File: src/rtl/spi_flash_pkg.sv
// Shared constants, FSM state type and parameter checks for the burst SPI flash controller.
package spi_flash_pkg;

    localparam logic [7:0] SPI_CMD_READ  = 8'h03;
    localparam int         SPI_ADDR_BITS = 24;

    typedef enum logic [2:0] {
        ST_IDLE,
        ST_CSGAP,
        ST_CMD,
        ST_ADDR,
        ST_DATA,
        ST_RESP,
        ST_STREAM
    } spi_state_e;

    function automatic bit data_bytes_legal(input int n);
        return (n == 1) || (n == 2) || (n == 4);
    endfunction

endpackage

File: src/rtl/spi_flash_burst_controller_if.sv
// Instruction-fetch bus between the address decoder / core and the flash controller.
interface spi_flash_burst_controller_if #(
    parameter int ADDR_W     = 24,
    parameter int DATA_BYTES = 1
);
    logic                    chipSel;
    logic                    readMem;
    logic [ADDR_W-1:0]       addressBus;
    logic [8*DATA_BYTES-1:0] dataOut;
    logic                    ready;

    modport master (output chipSel, readMem, addressBus, input dataOut, ready);
    modport slave  (input chipSel, readMem, addressBus, output dataOut, ready);
endinterface

File: src/rtl/spi_shift_engine.sv
// Mode-0 SPI bit engine: divides SCK from clk, shifts nbits MSB first and samples DO
// on each SCK rising edge. A start on the done cycle chains the next burst gaplessly.
module spi_shift_engine #(
    parameter int SCK_DIV = 1
) (
    input  logic        clk,
    input  logic        rst_n,
    input  logic        start_i,
    input  logic [5:0]  nbits_i,
    input  logic [31:0] tx_data_i,
    output logic        busy_o,
    output logic        done_o,
    output logic [31:0] rx_data_o,
    output logic        sck_o,
    output logic        di_o,
    input  logic        do_i
);
    localparam int               DIV_W    = (SCK_DIV > 1) ? $clog2(SCK_DIV) : 1;
    localparam logic [DIV_W-1:0] DIV_LAST = DIV_W'(SCK_DIV - 1);

    logic [DIV_W-1:0] div_cnt_q;
    logic [5:0]       bit_cnt_q;
    logic             busy_q;
    logic             sck_q;
    logic [31:0]      tx_q;
    logic [31:0]      rx_q;
    logic             tick;

    assign tick      = busy_q && (div_cnt_q == DIV_LAST);
    assign done_o    = tick && sck_q && (bit_cnt_q == 6'd1);
    assign busy_o    = busy_q;
    assign rx_data_o = rx_q;
    assign sck_o     = sck_q;
    assign di_o      = busy_q & tx_q[31];

    always_ff @(posedge clk or negedge rst_n) begin
        if (!rst_n) begin
            div_cnt_q <= '0;
            bit_cnt_q <= '0;
            busy_q    <= 1'b0;
            sck_q     <= 1'b0;
            tx_q      <= '0;
            rx_q      <= '0;
        end else if (start_i) begin
            busy_q    <= 1'b1;
            sck_q     <= 1'b0;
            div_cnt_q <= '0;
            bit_cnt_q <= nbits_i;
            tx_q      <= tx_data_i;
        end else if (busy_q) begin
            if (tick) begin
                div_cnt_q <= '0;
                sck_q     <= ~sck_q;
                if (!sck_q) begin
                    rx_q <= {rx_q[30:0], do_i};
                end else begin
                    // DI only moves here, on the falling edge
                    tx_q      <= {tx_q[30:0], 1'b0};
                    bit_cnt_q <= bit_cnt_q - 6'd1;
                    if (bit_cnt_q == 6'd1) begin
                        busy_q <= 1'b0;
                    end
                end
            end else begin
                div_cnt_q <= div_cnt_q + DIV_W'(1);
            end
        end
    end

endmodule

File: src/rtl/spi_flash_burst_controller.sv
// SPI NOR READ (0x03) fetch controller returning DATA_BYTES little-endian bytes per access,
// keeping the frame open so sequential fetches skip command and address.
module spi_flash_burst_controller
    import spi_flash_pkg::*;
#(
    parameter int ADDR_W       = 24,
    parameter int DATA_BYTES   = 1,
    parameter int SCK_DIV      = 1,
    parameter int CS_HIGH_MIN  = 2,
    parameter int HOLD_TIMEOUT = 64
) (
    input  logic clk,
    input  logic rst,
    spi_flash_burst_controller_if.slave bus,
    output logic SCK,
    output logic CSbar,
    output logic DI,
    input  logic DO
);
    localparam int DATA_BITS = 8 * DATA_BYTES;
    localparam int GAP_W     = (CS_HIGH_MIN > 1) ? $clog2(CS_HIGH_MIN) : 1;
    localparam int IDLE_W    = (HOLD_TIMEOUT > 1) ? $clog2(HOLD_TIMEOUT) : 1;

    if (!data_bytes_legal(DATA_BYTES) || ADDR_W != SPI_ADDR_BITS || SCK_DIV < 1 || CS_HIGH_MIN < 1) begin : g_bad_params
        $error("spi_flash_burst_controller: illegal parameter set");
    end

    spi_state_e            state_q, state_d;
    logic [ADDR_W-1:0]     addr_q, addr_d;
    logic [GAP_W-1:0]      gap_cnt_q, gap_cnt_d;
    logic [IDLE_W-1:0]     idle_cnt_q, idle_cnt_d;
    logic                  cs_q, cs_d;
    logic                  ready_q, ready_d;
    logic [DATA_BITS-1:0]  data_q, data_d;

    logic                  eng_start, eng_busy, eng_done;
    logic [5:0]            eng_nbits;
    logic [31:0]           eng_tx, eng_rx;
    logic [DATA_BITS-1:0]  rx_packed;
    logic                  unused_rx;
    logic                  req;
    logic [ADDR_W-1:0]     next_addr;

    assign req       = bus.chipSel & bus.readMem;
    assign next_addr = addr_q + ADDR_W'(DATA_BYTES);
    assign unused_rx = ^eng_rx;

    // First byte on the wire is the lowest address, so it lands in the top received byte
    for (genvar gi = 0; gi < DATA_BYTES; gi++) begin : g_pack
        assign rx_packed[8*gi +: 8] = eng_rx[8*(DATA_BYTES-1-gi) +: 8];
    end

    spi_shift_engine #(.SCK_DIV(SCK_DIV)) u_engine (
        .clk       (clk),
        .rst_n     (rst),
        .start_i   (eng_start),
        .nbits_i   (eng_nbits),
        .tx_data_i (eng_tx),
        .busy_o    (eng_busy),
        .done_o    (eng_done),
        .rx_data_o (eng_rx),
        .sck_o     (SCK),
        .di_o      (DI),
        .do_i      (DO)
    );

    always_ff @(posedge clk or negedge rst) begin
        if (!rst) begin
            state_q    <= ST_IDLE;
            addr_q     <= '0;
            gap_cnt_q  <= '0;
            idle_cnt_q <= '0;
            cs_q       <= 1'b1;
            ready_q    <= 1'b0;
            data_q     <= '0;
        end else begin
            state_q    <= state_d;
            addr_q     <= addr_d;
            gap_cnt_q  <= gap_cnt_d;
            idle_cnt_q <= idle_cnt_d;
            cs_q       <= cs_d;
            ready_q    <= ready_d;
            data_q     <= data_d;
        end
    end

    always_comb begin
        state_d    = state_q;
        addr_d     = addr_q;
        gap_cnt_d  = gap_cnt_q;
        idle_cnt_d = idle_cnt_q;
        cs_d       = cs_q;
        ready_d    = 1'b0;
        data_d     = data_q;
        eng_start  = 1'b0;
        eng_nbits  = 6'd0;
        eng_tx     = '0;
        unique case (state_q)
            ST_IDLE: begin
                if (req) begin
                    state_d = ST_CMD;
                    cs_d    = 1'b0;
                    addr_d  = bus.addressBus;
                end
            end
            ST_CSGAP: begin
                if (gap_cnt_q == '0) begin
                    if (req) begin
                        state_d = ST_CMD;
                        cs_d    = 1'b0;
                        addr_d  = bus.addressBus;
                    end else begin
                        state_d = ST_IDLE;
                    end
                end else begin
                    gap_cnt_d = gap_cnt_q - GAP_W'(1);
                end
            end
            ST_CMD: begin
                if (!eng_busy) begin
                    eng_start = 1'b1;
                    eng_nbits = 6'd8;
                    eng_tx    = {SPI_CMD_READ, 24'h000000};
                end else if (eng_done) begin
                    state_d   = ST_ADDR;
                    eng_start = 1'b1;
                    eng_nbits = 6'd24;
                    eng_tx    = {addr_q, 8'h00};
                end
            end
            ST_ADDR: begin
                if (eng_done) begin
                    state_d   = ST_DATA;
                    eng_start = 1'b1;
                    eng_nbits = 6'(DATA_BITS);
                end
            end
            ST_DATA: begin
                if (eng_done) begin
                    state_d = ST_RESP;
                end
            end
            ST_RESP: begin
                // An abandoned request still finishes the burst but is not reported
                if (req) begin
                    ready_d = 1'b1;
                    data_d  = rx_packed;
                end
                if (HOLD_TIMEOUT > 0) begin
                    state_d    = ST_STREAM;
                    idle_cnt_d = '0;
                end else begin
                    state_d   = ST_CSGAP;
                    cs_d      = 1'b1;
                    gap_cnt_d = GAP_W'(CS_HIGH_MIN - 1);
                end
            end
            ST_STREAM: begin
                if (req && bus.addressBus == next_addr) begin
                    state_d   = ST_DATA;
                    addr_d    = bus.addressBus;
                    eng_start = 1'b1;
                    eng_nbits = 6'(DATA_BITS);
                end else if (req || idle_cnt_q == IDLE_W'(HOLD_TIMEOUT - 1)) begin
                    state_d   = ST_CSGAP;
                    cs_d      = 1'b1;
                    gap_cnt_d = GAP_W'(CS_HIGH_MIN - 1);
                end else begin
                    idle_cnt_d = idle_cnt_q + IDLE_W'(1);
                end
            end
            default: state_d = ST_IDLE;
        endcase
    end

    assign CSbar       = cs_q;
    assign bus.ready   = ready_q;
    assign bus.dataOut = data_q;

endmodule

File: src/flat_wrapper.sv
// flat-port wrapper written by rule: the top's interface ports become plain ports
module spi_flash_burst_controller_flat import spi_flash_pkg::*;
#(
    parameter int ADDR_W       = 24,
    parameter int DATA_BYTES   = 1,
    parameter int SCK_DIV      = 1,
    parameter int CS_HIGH_MIN  = 2,
    parameter int HOLD_TIMEOUT = 64
)
  (clk, rst, SCK, CSbar, DI, DO, bus_chipSel, bus_readMem, bus_addressBus, bus_dataOut, bus_ready);
  spi_flash_burst_controller_if #(.ADDR_W(ADDR_W), .DATA_BYTES(DATA_BYTES)) bus_i ();
  input  logic clk;
  input  logic rst;
  output logic SCK;
  output logic CSbar;
  output logic DI;
  input  logic DO;
  input wire logic [$bits(bus_i.chipSel)-1:0] bus_chipSel;
  input wire logic [$bits(bus_i.readMem)-1:0] bus_readMem;
  input wire logic [$bits(bus_i.addressBus)-1:0] bus_addressBus;
  output wire logic [$bits(bus_i.dataOut)-1:0] bus_dataOut;
  output wire logic [$bits(bus_i.ready)-1:0] bus_ready;
  assign bus_i.chipSel = bus_chipSel;
  assign bus_i.readMem = bus_readMem;
  assign bus_i.addressBus = bus_addressBus;
  assign bus_dataOut = bus_i.dataOut;
  assign bus_ready = bus_i.ready;
  spi_flash_burst_controller #(.ADDR_W(ADDR_W), .DATA_BYTES(DATA_BYTES), .SCK_DIV(SCK_DIV), .CS_HIGH_MIN(CS_HIGH_MIN), .HOLD_TIMEOUT(HOLD_TIMEOUT)) u_core (.clk(clk), .rst(rst), .bus(bus_i), .SCK(SCK), .CSbar(CSbar), .DI(DI), .DO(DO));
endmodule
File: config.mk
export PLATFORM = sky130hd
export DESIGN_NAME = spi_flash_burst_controller_flat
export DESIGN_NICKNAME = d
export VERILOG_FILES = /design/src/rtl/spi_flash_pkg.sv /design/src/rtl/spi_flash_burst_controller_if.sv /design/src/rtl/spi_shift_engine.sv /design/src/rtl/spi_flash_burst_controller.sv /design/src/flat_wrapper.sv
export SDC_FILE = /design/constraint.sdc
export NUM_CORES = 1
export LEC_CHECK = 0
export CORE_MARGIN = 3
export CORE_UTILIZATION = 45
export CTS_CLUSTER_SIZE = 24
export DETAILED_ROUTE_END_ITERATION = 10
export GPL_ROUTABILITY_DRIVEN = 0
export PLACE_DENSITY_LB_ADDON = 0.25
export SYNTH_ARGS = -nofsm -noshare
export SYNTH_HDL_FRONTEND = slang
export SYNTH_SLANG_ARGS = --single-unit
File: constraint.sdc
create_clock -name clk -period 3.2 [get_ports clk]
set_input_delay 0.64 -clock clk [delete_from_list [all_inputs] [get_ports clk]]
set_output_delay 0.64 -clock clk [all_outputs]
set_load 0.03 [all_outputs]
==> results of run 1 <==
[placed cells by master, fill, tap and decap left out, drive strengths merged, types with 19 or more instances in the layout]
cell type and count:
o21ai 29, mux2 40, clkdlybuf4s50 39, xor2 20, nor2 28, mux2i 23, dfrtp 84, xnor2 19
nand2 45, buf 57
[worst max-delay path by stage]
stage	from	endpoint	slack [ns]	cells past startpoint
CTS	u_core.addr_q[4]	u_core.addr_q[2]	0.007	10
global placement	bus_addressBus[4]	u_core.addr_q[23]	-0.43	9
floorplan	u_core.addr_q[0]	u_core.addr_q[10]	0.007	12
detailed placement	bus_addressBus[4]	u_core.addr_q[2]	-0.52	9
global route	u_core.addr_q[3]	u_core.addr_q[10]	-0.05	9
finish	u_core.addr_q[8]	u_core.addr_q[3]	0.02	10
[critical path, stage by stage, from the launching register on]
cell     delay, ns
dfrtp_1       0.41
nand4_1       0.20
nor4_4        0.37
buf_4         0.22
buf_6         0.10
and4_1        0.17
o22a_1        0.18
nand4_1       0.15
or4_4         0.70
nand2_4       0.22
mux2_4        0.33
[Yosys cell counts, types with 3 or more instances]
cell | n | area [sq um]
and2_1 | 5 | 31.3
nor2b_1 | 3 | 18.8
mux2_4 | 20 | 300
inv_1 | 12 | 45.0
ha_1 | 4 | 50.1
nor4_1 | 6 | 37.5
dfrtp_1 | 84 | 2100
or2_2 | 5 | 31.3
nand4_1 | 10 | 62.6
a2111oi_0 | 4 | 35.0
xor2_1 | 20 | 175
nand3_1 | 14 | 70.1
nand2b_1 | 3 | 18.8
a21boi_0 | 3 | 22.5
o21ai_1 | 3 | 15.0
o22ai_1 | 5 | 31.3
o31ai_1 | 4 | 30.0
mux2i_1 | 23 | 230
o21ai_0 | 26 | 130
a21oi_1 | 9 | 45.0
xnor2_1 | 19 | 166
nor2_1 | 28 | 105
nor3_1 | 5 | 25.0
mux2_2 | 20 | 225
and4_1 | 5 | 43.8
a211oi_1 | 3 | 22.5
and3_1 | 6 | 37.5
buf_6 | 4 | 45.0
clkbuf_1 | 10 | 37.5
nand2_1 | 42 | 158
[per-layer routing]
| metal | global-route usage | wire length (um) | share of wire |
|---|---|---|---|
| met5 | 0 | 0 | 0 |
| met4 | 0.0748 | 249 | 0.022 |
| met3 | 0.0379 | 515 | 0.046 |
| met2 | 0.322 | 5450 | 0.49 |
| met1 | 0.259 | 5020 | 0.45 |
[flip-flops by register name, indices dropped and copies added, names as in the netlist]
register and cells:
u_core.gap_cnt_q 1, u_core.bus.dataOut 8, u_core.u_engine.div_cnt_q 1, u_core.CSbar 1, u_core.u_engine.sck_o 1, u_core.u_engine.rx_data_o 8
u_core.u_engine.tx_q 24, u_core.idle_cnt_q 6, u_core.u_engine.bit_cnt_q 6, u_core.state_q 3, u_core.bus.ready 1, u_core.u_engine.busy_o 1
u_core.addr_q 24
[cell families after synthesis]
family                   after synthesis
AND/OR/NAND/NOR                      154
flip-flops                            85
AO/OA/AOI/OAI                         78
multiplexers                          63
XOR/XNOR                              39
buffers and inverters                 33
adder cells (fa/ha/maj)                4
[where the power goes]
group	switching (mW)	total, mW	internal [mW]	leakage [nW]
combinational	0.0683	0.141	0.0726	1.60
clock	0.420	0.752	0.332	0.0926
sequential	0.00535	1.09	1.08	1.13
total	0.494	1.98	1.49	2.82
[timing repair]
action	CTS	global route
hold buffers	0	0
cloned	1	2
buffers inserted	1	7
setup endpoints to repair	57	67
pin swaps	3	2
gates resized for setup	2	15
[per-stage QoR]
stage	util	setup slack, ns
2_1_floorplan	-	0.00719
3_3_place_gp	0.549	-0.429
3_5_place_dp	0.549	-0.522
4_1_cts	0.571	0.00664
5_1_grt	0.585	-0.0472
6_report	0.585	0.0237
[layout make-up]
cell class	count	area [sq um]	area share
clock buffer	11	151	0.0248
clock inverter	5	41.3	0.00677
inverter	12	45.0	0.00739
multi-input combinational	340	2670	0.438
sequential	85	2130	0.349
tap	136	170	0.0279
timing repair buffer	97	888	0.146
==> summary.md, run 1 <==
| Metric | Value |
|---|---|
| CTS Sinks | `85` |
| # IOs | `41` |
| Mux cell area share after synthesis | `0.155` |
| Reg-to-Reg End | `u_core.addr_q[3]` |
| Synthesized flop and latch total | `85` |
| Final ANT Viol Nets | `0` |
| P&R area growth vs syn | `24.9%` |
| Core Box Area | `about 10000 sq um` |
| Post-Synth Simple-Gate Area | `0.181` |
| Slew Viols, Final | `0` |
| Post-route cell area | `roughly 6100 sq um` |
| Num CTS Buffers | `9` |
| Hold Fails Final Rpt | `0` |
| HPWL reported at the end of detailed placement | `around 7.8 mm` |
| Post-layout minimum cycle time | `3.18 ns` |
| Crit. End Element | `flip-flop` |
| Number of diodes | `0` |
| Adder-Cell Fraction of Synth Area | `0.0103` |
| Initial antenna violation count | `0` |
| Number of DRC markers in iteration 0 | `160` |
| Yosys warning count | `0` |
| H-tree Lvls | `3` |
| Status | `complete, no violations` |
| Vias per inst | `roughly 5.5` |
| Final Skew | `about 0.0080 ns` |
| Max_cap viols | `0` |
| Final Cycle Share | `0.993` |
| Slew margin rel. | `0.576` |
| Final setup TNS | `0 ns` |
| Routed len/inst | `16.4 um` |
| Total power divided by cell area | `325 nW/um^2` |
| Post-synth EDFFs | `0` |
| Worst reg-to-reg path cell count | `10` |
| Worst Path Required | `3.45 ns` |
| Routed WL | `11.2 mm` |
| Die Area | `12100 sq um` |
| Gate count after technology mapping | `456` |
| Placed Cells | `659` |
| Clk Latency, worst-skew pair | `roughly 0.37 ns` |
| Setup repair after global routing missed its margin | `true` |
| Final Power | `1.98 mW` |
| Clock-pin slew of the registers on the worst-case setup and hold paths | `0.09 ns` |
| Placed inst area | `5720 sq um` |
| Syn Area/Cell | `between 10 and 15 sq um` |
| CTS max path bufs | `2` |
| Non-filler cells in the finished layout | `686` |
| Starting Density | `0.468` |
| Via count | `3788` |
| Initial DRT Pass Iterations | `4` |
| Async set-reset flop share out of synthesis | `1.00` |
| Row cnt | `37` |
| Layout net count | `578` |
| Worst Hold Class | `in2async` |
| Slew at the pin closest to its max-slew limit | `0.635 ns` |
| Post-Syn Area | `4880 sq um` |
| GRT Total Usage | `0.197` |
| Layout cell share with drive strength beyond 1 | `0.273` |
| Max frequency | `315 MHz` |
| Synth unique cells | `71` |
| DR DRC count | `0` |
| Fillers | `a little over 900` |
| WHS | `0.239 ns` |
| Static leakage | `approximately 2.8 nW` |
| Compound-gate portion of the synthesized area | `0.105` |
| CP max FO | `7` |
| First-pass GRT wire length | `around 18 mm` |
| CTS tree | `yes` |
| Die H | `110 um` |
| Sequential fraction of the synthesis area | `0.436` |
| Main combinational cell family by area after synthesis | `simple AND/OR/NAND/NOR gates` |
| Largest net degree at the start of global routing | `49` |
| Ys flop type | `dfrtp_1` |
| R2R Path Start | `u_core.addr_q[8]` |
| Count of port buffers added during placement | `40` |
| CP arrival | `roughly 3.4 ns` |
| Global route overflow | `0` |
| R2R Setup Slk | `roughly 0.024 ns` |
| CP Class | `reg2reg` |
| Root buffer cell | `clkbuf_8` |
| Die span in x | `110 um` |
| Number of global-route vias before repair | `3777` |
| Syn_nets | `489` |
| Final setup viols | `0` |
| Post-synthesis xor/xnor area fraction | `0.0700` |
| Max VDD drop | `0.176 mV` |
| CP Launch Type | `flip-flop` |
Power figures use the tool's default switching activity.
==> inputs of run 2 (changes only) <==
--- a/config.mk
+++ b/config.mk
@@ -5,8 +5,10 @@
 export SDC_FILE = /design/constraint.sdc
 export NUM_CORES = 1
 export LEC_CHECK = 0
+export ABC_AREA = 1
 export CORE_MARGIN = 3
 export CORE_UTILIZATION = 45
+export CTS_CLUSTER_DIAMETER = 60
 export CTS_CLUSTER_SIZE = 24
 export DETAILED_ROUTE_END_ITERATION = 10
 export GPL_ROUTABILITY_DRIVEN = 0
==> summary.md, run 2 <==
| Metric | Value |
|---|---|
| Static leakage | `2.89 nW (+2.5%)` |
| Final ANT Viol Nets | `0 (unchanged)` |
| Hold_buf cts | `0 (unchanged)` |
| Total power divided by cell area | `354 nW/um^2 (+9.1%)` |
| Worst setup path endpoint | `u_core.u_engine.tx_q[21]` |
| Resized Gates After CTS | `0 (-2)` |
| Number of DRC markers in iteration 0 | `331 (+110%)` |
| CP Launch Type | `flip-flop` |
| Count of port buffers added during placement | `40 (unchanged)` |
| Final core occ | `0.541 (-0.0442)` |
| CTS tree | `yes` |
| Clock power share | `0.379 (about the same)` |
| CTS max path bufs | `2 (unchanged)` |
| CTS Sinks | `85 (unchanged)` |
| Setup repair after global routing missed its margin | `false` |
| H-tree Lvls | `3 (unchanged)` |
| R2R Path Start | `u_core.addr_q[0]` |
| Routed len/inst | `13.2 um (-19%)` |
| DR DRC count | `0 (unchanged)` |
| Final Skew | `0.0122 ns (+0.00423 ns)` |
| Setup bufs post-CTS | `0 (-1)` |
| GRT Total Usage | `0.195 (-0.00218)` |
| Post-synth EDFFs | `0 (unchanged)` |
| Hold Fails Final Rpt | `0 (unchanged)` |
| Sequential fraction of the synthesis area | `0.428 (-0.00802)` |
| Row cnt | `37 (unchanged)` |
| Slew margin rel. | `0.277 (-0.298)` |
| Max frequency | `352 MHz (+12%)` |
| Internal | `1.46 mW (-1.4%)` |
| Final Cycle Share | `0.889 (-0.104)` |
| Final setup TNS | `0 ns (unchanged)` |
| Via count | `4435 (+17%)` |
| Most frequent cells in the layout | `nand2_1, dfrtp_1, inv_1` |
| Vias per inst | `5.05 (-8.5%)` |
| # IOs | `41 (unchanged)` |
| Gate count after technology mapping | `695 (+52%)` |
| Async set-reset flop share out of synthesis | `1.00 (unchanged)` |
| Die span in x | `111 um (+0.88%)` |
| Placed inst area | `5490 sq um (-4.0%)` |
| Largest cells by area after synthesis | `dfrtp_1, nand2_1, inv_1` |
| CP max FO | `16 (+9)` |
| CP arrival | `3.07 ns (-0.36 ns)` |
| Sw Pwr | `550 uW (+11%)` |
| Routed WL | `11.6 mm (+3.1%)` |
| Largest net degree at the start of global routing | `86 (+76%)` |
| Clock-pin slew of the registers on the worst-case setup and hold paths | `0.10 ns (about the same)` |
| Root buffer cell | `clkbuf_8` |
| Worst Hold Class | `in2async` |
| Worst Path Required | `3.43 ns (-0.02 ns)` |
| Slew Viols, Final | `0 (unchanged)` |
| Worst reg-to-reg path cell count | `15 (+5)` |
| Status | `complete, no violations` |
| Number of diodes | `0 (unchanged)` |
| Layout cell share with drive strength beyond 1 | `0.0768 (-0.196)` |
| Reg-to-Reg End | `u_core.u_engine.tx_q[21]` |
| Setup crit start | `u_core.addr_q[0]` |
| Die H | `111 um (+0.88%)` |
| Die Area | `12300 sq um (+1.8%)` |
| HPWL reported at the end of detailed placement | `8.39 mm (+7.0%)` |
| Starting Density | `0.473 (+0.00457)` |
| Sw Ratio | `0.273 (+0.0233)` |
| Top-area cell type share of the netlist area | `0.423 (-0.00792)` |
| Top Registers | `u_core.addr_q x24, u_core.u_engine.tx_q x24` |
| Crit. End Element | `flip-flop` |
| Post-layout minimum cycle time | `2.84 ns (-0.332 ns)` |
| Final setup viols | `0 (unchanged)` |
| First-pass GRT wire length | `20.0 mm (+8.2%)` |
| Max VDD drop | `0.196 mV (+11%)` |
| Initial DRT Pass Iterations | `5 (+1)` |
| CP Class | `reg2reg` |
| Yosys warning count | `0 (unchanged)` |
| Ys flop type | `dfrtp_1` |
| Synthesized flop and latch total | `85 (unchanged)` |
| Clk Latency, worst-skew pair | `0.36 ns (about the same)` |
| Most common cell after layout, fill and taps aside | `nand2_1` |
| Most common cell in the synthesized netlist | `nand2_1` |
| Post-Syn Area | `4970 sq um (+1.9%)` |
| Syn Area/Cell | `7.15 sq um (-33%)` |
| Layout net count | `770 (+33%)` |
| Num CTS Buffers | `9 (unchanged)` |
| R2R Setup Slk | `0.36 ns (+0.33 ns)` |
| Syn_nets | `728 (+49%)` |
| Number of global-route vias before repair | `4083 (+8.1%)` |
| Max_cap viols | `0 (unchanged)` |
| Synth unique cells | `33 (-54%)` |
| Slew at the pin closest to its max-slew limit | `1.08 ns (+0.449 ns)` |
| Synth cell count leaders | `nand2_1, dfrtp_1, inv_1` |
| Logic pwr share | `0.078 (+0.007)` |
| Global route overflow | `0 (unchanged)` |
| Initial antenna violation count | `0 (unchanged)` |
| Register share of total power | `0.543 (-0.006)` |
| Yosys top cell by area | `dfrtp_1` |
| P&R area growth vs syn | `14.4%` |
| Post-route cell area | `5680 sq um (-6.7%)` |
| Core Box Area | `10500 sq um (+0.89%)` |
-- run 2: cell types whose count changed after synthesis, moves of 18 or more --
cell     previous run  this run
nand3_1            14        53
mux2i_1            23         3
inv_1              12        76
nand2_1            42       254
mux2_2             20         0
mux2_4             20         0
o21ai_0            26        48
nor2_1             28        46
-- run 2: through the flow --
stage                     worst slack [ns]  hold slack [ns]  power (mW)  std cells
final                                0.356            0.454        2.01        878
after CTS                            0.363            0.473        2.03        878
after global routing                 0.121            0.491        2.10        878
after detailed placement             0.214            0.456        1.27        862
after global placement               0.306            0.458        1.27        862
after floorplan                       1.10            0.344        1.18        695
-- run 2: power by group through the flow --
stage,logic [mW],clock network [mW],registers (mW)
2_1_floorplan,0.0524,0,1.13
5_1_grt,0.177,0.824,1.10
4_1_cts,0.160,0.780,1.09
6_report,0.158,0.763,1.09
3_3_place_gp,0.158,0,1.11
3_5_place_dp,0.159,0,1.11
-- run 2: worst min-delay path by stage --
| stage | endpoint | slack [ns] | depth (start not counted) |
|---|---|---|---|
| after CTS | u_core.CSbar | 0.47 | 2 |
| final | u_core.addr_q[3] | 0.45 | 1 |
| after floorplan | u_core.addr_q[0] | 0.34 | 0 |
| after global placement | u_core.CSbar | 0.46 | 2 |
| after global routing | u_core.CSbar | 0.49 | 2 |
| after detailed placement | u_core.CSbar | 0.46 | 2 |
-- run 2: final cells by class --
cell class / count / area, sq um
fill: 1010 / 4820
multi-input combinational: 505 / 2400
sequential: 85 / 2130
timing repair buffer: 48 / 458
inverter: 88 / 330
tap: 136 / 170
clock buffer: 9 / 124
clock inverter: 7 / 71.3
-- run 2: metal layers --
layer | wire (um) | GRT usage | share of wire | vias to the layer above
met4 | 172 | 0.0519 | 0.015 | 0
met2 | 5210 | 0.307 | 0.45 | 103
met3 | 486 | 0.0300 | 0.042 | 17
met5 | 0 | 0 | 0 | -
li1 | - | - | - | 2274
met1 | 5700 | 0.281 | 0.49 | 2041
-- run 2: cell families after synthesis --
logic type / share of synthesized area
compound gates: 0.0881
mux: 0.00604
simple gates: 0.342
buf+inv: 0.0884
flops: 0.428
xor+xnor: 0.0370
fa+ha+maj: 0.0101
-- run 2: critical path, cell delays in order (launching register included) --
cell	delay, ns
dfrtp_1	0.48
ha_1	0.25
nand2_1	0.12
nor2_4	0.15
nand2_1	0.13
nor2_1	0.23
nand3_1	0.10
nand2_1	0.12
nand2_1	0.08
inv_2	0.04
nand2_1	0.07
nor2_4	0.16
nand3_4	0.16
nand2_2	0.32
buf_4	0.22
o21ai_0	0.09
==> inputs of run 3 (changes only) <==
--- a/config.mk
+++ b/config.mk
@@ -7,11 +7,13 @@
 export LEC_CHECK = 0
 export ABC_AREA = 1
 export CORE_MARGIN = 3
-export CORE_UTILIZATION = 45
+export CORE_UTILIZATION = 25
 export CTS_CLUSTER_DIAMETER = 60
 export CTS_CLUSTER_SIZE = 24
 export DETAILED_ROUTE_END_ITERATION = 10
 export GPL_ROUTABILITY_DRIVEN = 0
+export HOLD_SLACK_MARGIN = 0.08
+export MAX_ROUTING_LAYER = met4
 export PLACE_DENSITY_LB_ADDON = 0.25
 export SYNTH_ARGS = -nofsm -noshare
 export SYNTH_HDL_FRONTEND = slang
==> summary.md, run 3 (synthesis gave the netlist of run 2 again) <==
| Metric | Value |
|---|---|
| Die Area | `21600 sq um (+75%)` |
| Root buffer cell | `clkbuf_16` |
| First-pass GRT wire length | `21.5 mm (+7.3%)` |
| Num CTS Buffers | `9 (unchanged)` |
| Top Registers | `u_core.addr_q x24, u_core.u_engine.tx_q x24` |
| Die H | `147 um (+32%)` |
| Starting Density | `0.260 (-0.213)` |
| Final setup TNS | `0 ns (unchanged)` |
| Final core occ | `0.312 (-0.229)` |
| CTS max path bufs | `2 (unchanged)` |
| CP Class | `reg2reg` |
| Row cnt | `50 (+35%)` |
| Max frequency | `374 MHz (+6.5%)` |
| Global route overflow | `0 (unchanged)` |
| H-tree Lvls | `3 (unchanged)` |
| Hold_buf cts | `0 (unchanged)` |
| CP Launch Type | `flip-flop` |
| Clock-pin slew of the registers on the worst-case setup and hold paths | `0.07 ns (-0.03 ns)` |
| P&R area growth vs syn | `20.2%` |
| Max VDD drop | `0.251 mV (+28%)` |
| Final Skew | `0.00949 ns (-0.00271 ns)` |
| Via count | `4331 (-2.3%)` |
| Core Box Area | `19100 sq um (+82%)` |
| Total power divided by cell area | `391 nW/um^2 (+10%)` |
| Slew margin rel. | `0.507 (+0.230)` |
| Vias per inst | `4.31 (-15%)` |
| Worst Hold Class | `in2async` |
| CP arrival | `2.90 ns (-0.17 ns)` |
| Worst Path Required | `3.43 ns (about the same)` |
| Setup repair after global routing missed its margin | `false` |
| Number of diodes | `0 (unchanged)` |
| Initial antenna violation count | `0 (unchanged)` |
| Most common cell after layout, fill and taps aside | `nand2_1` |
| Status | `complete, no violations` |
| Pre-CTS setup slack | `0.176 ns (-0.0380 ns)` |
| Final Cycle Share | `0.835 (-0.0544)` |
| Die span in x | `147 um (+32%)` |
| Layout net count | `772 (+0.26%)` |
| Max_cap viols | `0 (unchanged)` |
| CTS tree | `yes` |
| Clk Latency, worst-skew pair | `0.35 ns (about the same)` |
| Number of global-route vias before repair | `4045 (-0.93%)` |
| Routed len/inst | `12.9 um (-1.9%)` |
| Post-layout minimum cycle time | `2.67 ns (-0.174 ns)` |
| DR DRC count | `0 (unchanged)` |
| Slew Viols, Final | `0 (unchanged)` |
| Final setup viols | `0 (unchanged)` |
| Resized Gates After CTS | `0 (unchanged)` |
| # IOs | `41 (unchanged)` |
| Final ANT Viol Nets | `0 (unchanged)` |
| Count of port buffers added during placement | `40 (unchanged)` |
| Final Power | `2.34 mW (+16%)` |
| CTS Sinks | `85 (unchanged)` |
| GRT Total Usage | `0.129 (-0.0663)` |
| Setup bufs post-CTS | `0 (unchanged)` |
| Largest net degree at the start of global routing | `54 (-37%)` |
| Routed WL | `13.0 mm (+12%)` |
| Slew at the pin closest to its max-slew limit | `0.740 ns (-0.344 ns)` |
| Initial DRT Pass Iterations | `4 (-1)` |
| CP max FO | `30 (+14)` |
| Worst reg-to-reg path cell count | `17 (+2)` |
| Post-route setup slack | `0.530 ns (+0.174 ns)` |
| HPWL reported at the end of detailed placement | `9.62 mm (+15%)` |
| WHS | `0.354 ns (-0.100 ns)` |
| Hold Fails Final Rpt | `0 (unchanged)` |
| Static leakage | `2.95 nW (+2.1%)` |
| Number of DRC markers in iteration 0 | `259 (-22%)` |
| Crit. End Element | `flip-flop` |
| Most frequent cells in the layout | `nand2_1, dfrtp_1, inv_1` |
| Layout cell share with drive strength beyond 1 | `0.0793 (+0.00248)` |
-- run 3: cell count changes in the layout (fill, tap and decap cells not counted) --
cell | before | now
clkbuf_16 | 0 | 9
clkbuf_8 | 9 | 0
buf_12 | 0 | 1
buf_4 | 9 | 10
clkinv_8 | 0 | 1
inv_8 | 4 | 3
-- run 3: metal layers --
metal  track usage  share of wire
met4        0.0294          0.011
met1         0.172           0.48
met3        0.0327          0.048
met2         0.197           0.46
met5             -              0
-- run 3: final timing paths --
path | from | endpoint | slack [ns]
worst min-delay path | rst | u_core.u_engine.tx_q[10] | 0.35
min in group clk | u_core.CSbar | u_core.CSbar | 0.47
worst min register to register | u_core.CSbar | u_core.CSbar | 0.47
worst max register to register | u_core.addr_q[0] | u_core.addr_q[2] | 0.53
worst max-delay path | u_core.addr_q[0] | u_core.addr_q[2] | 0.53
max in group asynchronous | rst | u_core.CSbar | 2.15
-- run 3: per-stage QoR --
step                instance area (sq um)  instances
finish                               5970       1004
floorplan                            4970        695
CTS                                  5970       1004
global placement                     5670        988
global route                         5970       1004
detailed placement                   5670        988
-- run 3: area by class of cell --
cell class                      instances  area (sq um)
Clock buffer                            9           225
Sequential cell                        85          2130
Timing Repair Buffer                   50           485
Clock inverter                          7          76.3
Multi-Input combinational cell        505          2400
Inverter                               88           330
Tap cell                              260           325
Fill cell                            2122         13200
-- run 3: power by group --
part / switching (mW) / internal [mW] / leakage [nW] / total, mW
clock network: 0.522 / 0.556 / 0.149 / 1.08
registers: 0.00640 / 1.09 / 1.14 / 1.09
logic: 0.0931 / 0.0717 / 1.66 / 0.165
-- run 3: critical path, stage by stage (launching register included) --
cell and delay, ns:
dfrtp_1 0.47, ha_1 0.25, nand2_1 0.12, nor2_4 0.15
nand3_1 0.17, nand2_1 0.11, inv_1 0.05, nor2_1 0.09
nand2_1 0.07, nor2_1 0.12, nand2_1 0.11, nor2_4 0.14
nand2_2 0.07, nand2_2 0.18, nand2_1 0.07, buf_4 0.25
nand2_1 0.09, o21ai_1 0.06
